### config.mk
export PLATFORM = sky130hd
export DESIGN_NAME = ia_addr_sequencer
export DESIGN_NICKNAME = d
export VERILOG_FILES = /design/src/rtl/ia_addr_sequencer.sv
export SDC_FILE = /design/constraint.sdc
export NUM_CORES = 1
export LEC_CHECK = 0
export ABC_AREA = 1
export BUFFER_PORTS_ARGS = -buffer_cell sky130_fd_sc_hd__buf_2
export CAP_MARGIN = 0
export CORE_MARGIN = 5
export CORE_UTILIZATION = 38
export CTS_CLUSTER_DIAMETER = 120
export DETAILED_ROUTE_END_ITERATION = 6
export PLACE_DENSITY = 0.68
export SLEW_MARGIN = 20
export SYNTH_ARGS = -nofsm -noshare
export SYNTH_HDL_FRONTEND = slang
export SYNTH_SLANG_ARGS = --single-unit
### constraint.sdc
create_clock -name clock -period 2.5 [get_ports clock]
set_input_delay 0.25 -clock clock [delete_from_list [all_inputs] [get_ports clock]]
set_output_delay 0.25 -clock clock [all_outputs]
set_load 0.03 [all_outputs]
### src/rtl/ia_addr_sequencer.sv
// ---------------------------------------------------------------------------
// ia_addr_sequencer
// Control-side initiator for the IA address path. Walks the row/col address
// BRAMs in groups of four words, steers each word into arbiter lane 1..4, and
// then presents the assembled group downstream with a valid/ready handshake.
//
// Optional feature macro: IA_SEQ_ABORT_EN (adds the abort input).
//
// Ports
//   clock            in   system clock, rising edge
//   reset            in   asynchronous, active-high
//   start            in   1-cycle pulse, begins a pass (ignored while busy)
//   num_groups       in   groups of 4 words to process, sampled on start
//   busy             out  high from accepted start until done
//   done             out  1-cycle pulse when the pass completes
//   addr_bram_enable out  BRAM enable (row and col BRAMs)
//   ram_address      out  BRAM read address
//   arbiter_ctrl     out  0 hold, 1..4 latch lane, 7 clear all lanes
//   group_valid      out  all four arbiter lanes hold the current group
//   group_ready      in   downstream accepts the group
//   abort            in   (IA_SEQ_ABORT_EN only) cancel the pass in flight
//   group_index      out  index of the presented group
// ---------------------------------------------------------------------------
module ia_addr_sequencer #(
  parameter int unsigned ram_address_width = 5,
  parameter int unsigned bram_latency      = 1
) (
  input  logic                         clock,
  input  logic                         reset,
  input  logic                         start,
  input  logic [ram_address_width-2:0] num_groups,
  output logic                         busy,
  output logic                         done,
  output logic                         addr_bram_enable,
  output logic [ram_address_width-1:0] ram_address,
  output logic [2:0]                   arbiter_ctrl,
  output logic                         group_valid,
  input  logic                         group_ready,
`ifdef IA_SEQ_ABORT_EN
  input  logic                         abort,
`endif
  output logic [ram_address_width-3:0] group_index
);

  localparam int unsigned NG_W = ram_address_width - 1;
  localparam int unsigned GI_W = ram_address_width - 2;

  // Largest group count that fits in the BRAM depth.
  localparam logic [NG_W-1:0] GROUPS_MAX = NG_W'(2 ** GI_W);

  // Last WAIT count before LATCH; unused when the BRAM has single-cycle latency.
  localparam logic [1:0] WAIT_LAST = (bram_latency > 1) ? 2'(bram_latency - 2) : 2'd0;

  localparam logic [2:0] CTRL_HOLD  = 3'd0;
  localparam logic [2:0] CTRL_CLEAR = 3'd7;

  typedef enum logic [3:0] {
    ST_IDLE,
    ST_CLEAR,
    ST_READ,
    ST_WAIT,
    ST_LATCH,
    ST_SETTLE,
    ST_PRESENT,
    ST_ABORT,
    ST_DONE
  } state_t;

  state_t          state;
  logic [GI_W-1:0] group;
  logic [1:0]      lane;
  logic [NG_W-1:0] n_groups;
  logic [1:0]      wait_cnt;

  logic [NG_W-1:0] n_start;
  logic            last_group;
  logic [2:0]      lane_ctrl;

  // Clamp the requested group count to the BRAM depth.
  always_comb begin
    n_start    = (num_groups > GROUPS_MAX) ? GROUPS_MAX : num_groups;
    last_group = ((NG_W'(group) + NG_W'(1)) == n_groups);
    lane_ctrl  = 3'(lane) + 3'd1;
  end

  // Sequencer FSM; every output is a register updated on entry to its state.
  always_ff @(posedge clock or posedge reset) begin
    if (reset) begin
      state            <= ST_IDLE;
      group            <= '0;
      lane             <= '0;
      n_groups         <= '0;
      wait_cnt         <= '0;
      busy             <= 1'b0;
      done             <= 1'b0;
      addr_bram_enable <= 1'b0;
      ram_address      <= '0;
      arbiter_ctrl     <= CTRL_HOLD;
      group_valid      <= 1'b0;
      group_index      <= '0;
    end else begin
      done         <= 1'b0;
      arbiter_ctrl <= CTRL_HOLD;
`ifdef IA_SEQ_ABORT_EN
      // Abort overrides everything in flight, including a same-cycle transfer.
      if (abort && (state != ST_IDLE) && (state != ST_DONE) && (state != ST_ABORT)) begin
        state            <= ST_ABORT;
        addr_bram_enable <= 1'b0;
        group_valid      <= 1'b0;
        arbiter_ctrl     <= CTRL_CLEAR;
      end else
`endif
      case (state)
        ST_IDLE: begin
          if (start) begin
            busy     <= 1'b1;
            n_groups <= n_start;
            group    <= '0;
            lane     <= '0;
            if (n_start == '0) begin
              done  <= 1'b1;
              state <= ST_DONE;
            end else begin
              arbiter_ctrl <= CTRL_CLEAR;
              state        <= ST_CLEAR;
            end
          end
        end

        ST_CLEAR: begin
          addr_bram_enable <= 1'b1;
          ram_address      <= {group, lane};
          state            <= ST_READ;
        end

        ST_READ: begin
          if (bram_latency > 1) begin
            wait_cnt <= 2'd0;
            state    <= ST_WAIT;
          end else begin
            arbiter_ctrl <= lane_ctrl;
            state        <= ST_LATCH;
          end
        end

        // Address and enable held while the BRAM read is in flight.
        ST_WAIT: begin
          if (wait_cnt == WAIT_LAST) begin
            arbiter_ctrl <= lane_ctrl;
            state        <= ST_LATCH;
          end else begin
            wait_cnt <= wait_cnt + 2'd1;
          end
        end

        ST_LATCH: begin
          if (lane != 2'd3) begin
            lane        <= lane + 2'd1;
            ram_address <= {group, lane + 2'd1};
            state       <= ST_READ;
          end else begin
            addr_bram_enable <= 1'b0;
            state            <= ST_SETTLE;
          end
        end

        // One idle cycle so the arbiter output registers pick up lane 4.
        ST_SETTLE: begin
          group_valid <= 1'b1;
          group_index <= group;
          state       <= ST_PRESENT;
        end

        ST_PRESENT: begin
          if (group_ready) begin
            group_valid <= 1'b0;
            if (last_group) begin
              done  <= 1'b1;
              state <= ST_DONE;
            end else begin
              group        <= group + GI_W'(1);
              lane         <= '0;
              arbiter_ctrl <= CTRL_CLEAR;
              state        <= ST_CLEAR;
            end
          end
        end

        ST_ABORT: begin
          done  <= 1'b1;
          state <= ST_DONE;
        end

        ST_DONE: begin
          busy  <= 1'b0;
          state <= ST_IDLE;
        end

        default: begin
          state <= ST_IDLE;
        end
      endcase
    end
  end

endmodule

Word-level counts from Yosys, hierarchy flattened --
Cells that the tools add are included.
Word-level totals: word-level logic and storage cells 88, flip-flop bits (word level) 30
Operators by class: equality and inequality tests 16, reduce and logical (&&, ||, !) cells 17, add/sub/neg operators 5, bitwise operators 1, $lt $le $gt $ge 1, mux-type cells 36
Operator list (count):
- $pmux 4 s8 | 1
- $mux 3 | 9
- $mux 4 | 6
- $eq 4x3->1 const B | 4
- $ne 2x2->1 const B | 7
- $pmux 3 s4 | 1
- $reduce_and 2->1 | 6
- $pmux 5 s2 | 1
- $eq 4x2->1 const B | 2
- $logic_not 4->1 | 2
- $mux 2 | 4
- $reduce_bool 2->1 | 4
- $mux 1 | 7
- $pmux 1 s2 | 3
- $pmux 2 s3 | 1
- $pmux 3 s2 | 1
- $mux 5 | 1
- $reduce_and 5->1 | 1
- $add 2x1->2 const B | 2
- $add 3x1->4 const B | 1
- $eq 4x1->1 const B | 1
- $eq 4x4->1 | 1
- $eq 4x4->1 const B | 1
- $gt 4x4->1 const B | 1
- 8 further kinds | 8

Depth between registers and ports, before layout --
Gate-level depths: netlist (run 1).
depth in word-level cells 6, depth in mapped cells 11, gate-level depth less buffers 11

Least setup slack after synthesis (run 1) --
Ideal clock, no wire load.
kind flip-flop to flip-flop, start point reg group[0], end point reg group[0], arrival 1407 ps, setup time 65 ps, period minus slack after synthesis 1472 ps, cell stages (with the launch flop) 12, path slack 1028 ps, path buffers 0, required time 2435 ps, path through dfrtp_1 -> ha_1 -> inv_1 -> nand2_1 -> nand2_1 -> nor2_1 -> nand3_1 -> nand2_1 -> nand2_1 -> nand2_1 -> nand2_1 -> nand2_1
Between the ends: cells in the longest elaborated chain, start to end 4
Ends and longest elaborated chain:
- start: declaration | RTL line 70 | logic [GI_W-1:0] group;
- start signal: assignment | RTL line 181 | group <= group + GI_W'(1);
- $add 3x1->4 / $add 3x1->3 (equally long branches) | RTL line 82, 181
- $eq 4x4->1 / $mux 3 (equally long branches) | RTL line 82, 177
- $ne 2x2->1 (no line) / $mux 3 (equally long branches)
- $reduce_and 4->1 (no line) / $pmux 3 s2 (equally long branches)
Parallel ways exist; a longest one is shown, timed or not. The select of a mux whose other input is x is not followed. A chain may end at the register's enable or synchronous reset.

Worst setup path after layout (run 1) --
Same ends and word-level chain as after synthesis.

==> summary.txt, run 1 <==
Clock network
  • Resized cells post-CTS: 0
  • Worst-Skew Late Latency: 0.28 ns
  • CTS H-Tree Depth: 2
  • CTS Buf Count: 5
  • Root Buffer Master: clkbuf_8
  • CTS Buffer Depth: 2
  • CTS Hold Bufs: 0
  • CTS tree: built
  • Post-CTS Setup Inserts: 0
  • Clock Sinks: 30
  • Reg clk slew, reported paths: ~0.07 ns

Timing
  • Tightest Pin Transition: 0.365 ns
  • Min Tclk post-route: 1.67 ns
  • Unrepaired setup endpoints after global routing: no
  • Final hold vios: 0
  • Final Cycle Share: 66.9%
  • # setup viols final: 0
  • Relative slew margins: 75.7%
  • Final slew viol count: 0
  • Fmax: between 500 and 600 MHz
  • Clock skew: 0.0111 ns
  • Aggregate negative setup slack: 0 ns

Route
  • Top layer in use: met4
  • Routed WL: 3.08 mm
  • Pre-Repair DR Iteration Count: 4
  • WL/cell: between 10 and 15 µm
  • Met2 wire length: 1.45 mm
  • DRC violations left: 0
  • Met3 WL: 178 µm
  • Vias per cell: 4.70
  • Final antenna-violating net count: 0
  • Met1 wire length: 1.41 mm
  • DRT iter0 DRCs: 33
  • Via count: 1241

Die
  • Die width: 72.8 µm
  • Core area: 0.00374 mm²
  • Starting density of the core: 40.1%
  • Die footprint: 0.00530 mm²
  • Ports: 23
  • Row count: 22
  • Die Ht: 72.8 µm

Global routing
  • First-pass GRT wire length: 5.42 mm
  • Initial antenna violation count: 0
  • Pin count of the biggest net entering global routing: 31
  • Total GRT Usage: 13.4%
  • Vias in the first global route: around 1200
  • Total global routing overflow: 0

Critical path
  • WP data required: roughly 2.7 ns
  • Worst R2R Setup Slack: between 0.8 and 0.9 ns
  • Critical Path Fanout Max: 7
  • Ordered list of cells on the worst path: ha_1, inv_1, nand2_1, nand2_1, nor2_1, nand3_1, nand2_1, nand2_1, nand2_1, nand2_1, nand2_1
  • Setup crit start kind: flop
  • Crit-path slowest cell: dfrtp_1
  • CP endpoint kind: flop
  • Crit path arrival time: between 1.5 and 2 ns
  • CP max stage delay: 0.45 ns
  • Worst R2R Path Depth: 11
  • Crit Path Category: flop to flop
  • CP most frequent cell: nand2_1

Run
  • Max Cap Violations: 0

Placement
  • Final HPWL DP: 2.37 mm
  • Final Wtd Congestion: 0.851
  • IO buf count: 22

Yosys
  • Post-Synthesis Cell Area: 0.00150 mm²
  • Avg Inst Size Synth: about 8.1 µm²
  • Cells after synthesis: roughly 190
  • Sequential share of the synthesized area: 50.0%
  • Yosys reg bits: 30
  • Yosys warning count: 0
  • Post-Syn Nets: 197
  • Distinct cell type count after synthesis: 22

Cells and area
  • Antenna cells: 0
  • Layout Nets: around 230
  • Fillers: 408
  • Area Growth Syn to Fin: 18.2%
  • Share of cells above drive strength 1: 23.6%

Min path
  • Worst hold path class: input pin to async pin

Pwr
  • Tot Pwr: 1.98 mW
  • LEAKAGE: about 0.94 nW
  • Worst vdd ir: roughly 370 µV
  • PwrDens: 1120 mW/mm²

Status
  • Outcome: finished, final reports clean
registers in the layout, summed over array words and instances, names as in the netlist:
signal            flops
n_groups              4
arbiter_ctrl          3
group_valid           1
lane                  2
wait_cnt              2
addr_bram_enable      1
group                 3
state                 4
ram_address           5
busy                  1
group_index           3
done                  1
synthesized netlist by cell type (all sizes together):
cell,instances,area (µm²)
a31oi,2,12.5
o22ai,2,12.5
or2,1,6.26
a21o,1,7.51
nor2,16,80.1
a21oi,9,45.0
xor2,1,8.76
nand3,16,80.1
nand4,3,18.8
o21ai,11,55.1
ha,4,50.1
inv,30,113
nor3,2,21.3
nand2,57,239
dfrtp,30,751
metal layers:
metal  vias up  GRT usage [%]
met2        26           20.7
met4         0           6.35
met5         -              0
met3         4           4.13
li1        652              -
met1       559           16.9
layout make-up:
cell class	instances	area [µm²]	area share, %
flip-flops and latches	30	751	42.3
inverters	30	113	6.35
clock buffers	6	82.6	4.66
well taps	48	60.1	3.39
multi-input cells	125	637	35.9
repair buffers	23	118	6.63
clock inverters	2	12.5	0.706
worst max-delay path, delay by kind of cell (launching register included):
| family | cells | cell delay [ns] |
|---|---|---|
| flip-flops | 1 | 0.45 |
| adder cells (fa/ha/maj) | 1 | 0.33 |
| buffers and inverters | 1 | 0.05 |
| AND/OR/NAND/NOR | 9 | 0.77 |
per-stage QoR:
stage	hold slack [ns]	setup WS (ns)	instance area, µm²	instances	utilization (%)
3_5_place_dp	0.340	0.858	1680	256	44.8
6_report	0.0268	0.827	1770	264	47.4
4_1_cts	0.0329	0.831	1770	264	47.4
2_1_floorplan	0.341	1.03	1500	185	-
5_1_grt	0.0617	0.584	1770	264	47.4
3_3_place_gp	0.340	0.910	1680	256	44.8
layout by cell type, fill, tap and decap left out, drive strengths merged, types with 4 or more instances in the layout:
cell / Yosys / layout
dfrtp: 30 / 30
nand2: 57 / 57
nand3: 16 / 16
inv: 30 / 30
nor2: 16 / 16
o21ai: 11 / 11
clkbuf: 0 / 6
ha: 4 / 4
a21oi: 9 / 9
buf: 0 / 23
logic make-up (layout without fill, tap and decap cells):
group / after synthesis / after routing / synth area share (%)
adders and majority gates: 4 / 4 / 3.34
xor gates and xnor gates: 1 / 1 / 0.584
AOI/OAI and AO/OA: 25 / 25 / 8.84
DFF: 30 / 30 / 50.0
buffers and inverters: 30 / 61 / 7.51
and+or+nand+nor: 95 / 95 / 29.7
path summary, 6_finish.rpt:
kind / endpoint / from
setup / recovery: group[0] / group[0]
max in group asynchronous: n_groups[0] / reset
min in group clock: n_groups[2] / num_groups[2]
hold / removal: ram_address[4] / reset
setup reg to reg: group[0] / group[0]
hold reg to reg: addr_bram_enable / addr_bram_enable
where the power goes:
group	leakage (nW)	switching, mW	internal (mW)
clock	0.0472	0.181	0.221
combinational	0.508	0.593	0.262
sequential	0.390	0.104	0.622
Note: power is estimated with default switching activity, not from simulation.
==> run 2: changes to the inputs <==
PLACE_DENSITY = 0.7   (was 0.68)
clock period = 1.4 ns   (was 2.5 ns; I/O delays follow)
==> run 2 against run 1 <==
  * The flow now finishes with violations (negative setup slack)
  * Setup slack worse by 0.98 ns
  * Sequential share of layout area is 7.5 points lower
  * Critical endpoint is now group[2]
  * Global-route usage is 1.9 points higher
  * Critical path type unchanged
  * Largest cell class is now multi-input combinational cells
  * Non-clock buffer count is 24 higher
==> summary.txt, run 2 (synthesis gave the netlist of run 1 again) <==
Cells and area
  • Max reg flops: 5 (unchanged)
  • Leading cell type in the layout, fill and taps excluded: nand2_1
  • Area Growth Syn to Fin: 44.1%
  • Share of cells above drive strength 1: 44.0% (+20 points)
  • Commonest cells after routing, fill and taps aside: 37 x nand2_1, 28 x dfrtp_1, 23 x buf_4, 22 x buf_2, 21 x inv_1
  • Layout Nets: 252 (+11%)
  • Sequential cell area: 753 µm² (+0.33%)
  • Biggest regs: ram_address: 5 flops, n_groups: 4 flops, state: 4 flops
  • Multi-input gate area: 776 µm² (+22%)
  • Largest register by flop count: ram_address
  • Antenna cells: 0 (unchanged)
  • Fillers: 344 (-16%)

Clock network
  • CTS H-Tree Depth: 2 (unchanged)
  • Reg clk slew, reported paths: 0.07 ns (about the same)
  • Root Buffer Master: clkbuf_8
  • CTS Buf Count: 5 (unchanged)
  • Worst-Skew Late Latency: 0.30 ns (+0.02 ns)
  • CTS tree: built
  • CTS Buffer Depth: 2 (unchanged)
  • Clock Sinks: 30 (unchanged)

Die
  • Row count: 22 (unchanged)
  • Core area: 0.00374 mm² (unchanged)
  • Die width: 72.8 µm (unchanged)
  • Starting density of the core: 40.1% (unchanged)
  • Die Ht: 72.8 µm (unchanged)
  • Ports: 23 (unchanged)
  • Die footprint: 0.00530 mm² (unchanged)

Pwr
  • Comb power frac: 48.3% (+5.2 points)
  • LEAKAGE: 1.11 nW (+18%)
  • NetSw: 1.95 mW (+120%)
  • Register share of total power: 27.9% (-8.7 points)
  • Internal Power: 2.71 mW (+150%)
  • Clock network fraction of design power: 23.8% (+3.6 points)
  • Switching Fraction: 41.9% (-2.4 points)
  • Worst vdd ir: 1010 µV (+170%)
  • PwrDens: 2160 mW/mm² (+93%)

Timing
  • WHS: 0.0747 ns (+0.0479 ns)
  • Aggregate negative setup slack: -0.922 ns (-0.922 ns)
  • Final hold vios: 0 (unchanged)
  • Unrepaired setup endpoints after global routing: yes
  • Clock skew: 0.00830 ns (-0.00277 ns)
  • Final slew viol count: 0 (unchanged)
  • # setup viols final: 11 (+11)
  • Relative slew margins: 74.6% (-1.1 points)
  • Final setup margin: -0.152 ns (-0.979 ns)
  • Min Tclk post-route: 1.55 ns (-0.121 ns)
  • Fmax: 644 MHz (+7.8%)
  • Final Cycle Share: 111% (+44 points)
  • Tightest Pin Transition: 0.381 ns (+0.0163 ns)

Route
  • WL/cell: 13.5 µm (+16%)
  • Routed WL: 3.91 mm (+27%)
  • Final antenna-violating net count: 0 (unchanged)
  • DRT iter0 DRCs: 82 (+150%)
  • Vias per cell: 4.84 (+2.9%)
  • DRC violations left: 0 (unchanged)
  • Via count: 1398 (+13%)
  • Pre-Repair DR Iteration Count: 4 (unchanged)

Placement
  • Final Wtd Congestion: 0.885 (+4.0%)
  • IO buf count: 22 (unchanged)
  • Final HPWL DP: 2.52 mm (+6.2%)
  • Dpl ws: -0.113 ns (-0.972 ns)

Global routing
  • Total GRT Usage: 15.2% (+1.9 points)
  • Vias in the first global route: 1268 (+4.4%)
  • Pin count of the biggest net entering global routing: 31 (unchanged)
  • Total global routing overflow: 0 (unchanged)
  • First-pass GRT wire length: 5.80 mm (+7.0%)
  • Initial antenna violation count: 0 (unchanged)

Run
  • Max Cap Violations: 0 (unchanged)

Status
  • Failing checks: negative setup slack
  • Outcome: complete, but fails checks

Critical path
  • WP data required: 1.64 ns (-1.08 ns)
  • CP endpoint kind: flop
  • Setup crit start kind: flop
  • Worst R2R Path Depth: 11 (unchanged)
  • Crit path arrival time: 1.79 ns (-0.11 ns)
  • Crit Path Category: flop to flop
  • Critical Path Fanout Max: 6 (-1)

Min path
  • Worst hold path class: input pin to flop
  • Hold path depth: 3
run 2: critical path, cell delays in order, from the launching register on:
cell     delay [ns]
dfrtp_1        0.41
buf_4          0.15
buf_4          0.15
nand2_1        0.08
nand2_2        0.07
nor2_4         0.11
nand3_2        0.09
nand2_2        0.12
nand2_4        0.09
nand2_4        0.08
nand2_1        0.07
nand2_1        0.07
run 2: final timing paths:
kind,from,to,slack [ns]
hold / removal,num_groups[2],n_groups[2],0.07
setup / recovery,group[0],group[2],-0.15
hold reg to reg,addr_bram_enable,addr_bram_enable,0.47
max in group asynchronous,reset,state[0],0.64
min in group asynchronous,reset,group_index[2],0.46
setup reg to reg,group[0],group[2],-0.15
run 2: power groups by stage:
stage          combinational (mW)  sequential, mW  clock (mW)
2_1_floorplan               0.966            1.52           0
3_3_place_gp                 1.73            1.27           0
3_5_place_dp                 1.74            1.28           0
4_1_cts                      1.87            1.28        1.13
5_1_grt                      2.45            1.33        1.17
6_report                     2.25            1.30        1.11
run 2: repair_timing:
item | CTS | global route
cloned | 0 | 1
buffers inserted | 5 | 4
hold buffers | 1 | 0
hold endpoints to repair | 30 | 0
endpoints found under the setup margin | 12 | 23
gates resized for setup | 13 | 31
pin swaps | 13 | 17
run 2: per-stage QoR:
stage	area (µm²)	util, %	cells	power, mW
6_report	2160	57.8	289	4.67
5_1_grt	2160	57.8	289	4.95
4_1_cts	2020	54.0	284	4.28
3_5_place_dp	1790	47.8	270	3.02
3_3_place_gp	1790	47.8	270	3.00
2_1_floorplan	1510	-	185	2.49
run 2: cell type report:
type / instances / area share, %
inverter: 30 / 5.56
clock buffer: 6 / 3.82
tap: 48 / 2.78
timing repair buffer: 47 / 14.1
timing repair inverter: 1 / 0.289
sequential: 30 / 34.8
clock inverter: 2 / 2.78
multi-input combinational: 125 / 35.9
run 2: routing by layer:
| metal | part of all wire, % | track usage, % | vias up |
|---|---|---|---|
| li1 | - | - | 697 |
| met5 | 0 | 0 | - |
| met2 | 49 | 23.8 | 47 |
| met4 | 3.9 | 11.1 | 0 |
| met3 | 5.8 | 3.86 | 11 |
| met1 | 41 | 18.0 | 643 |
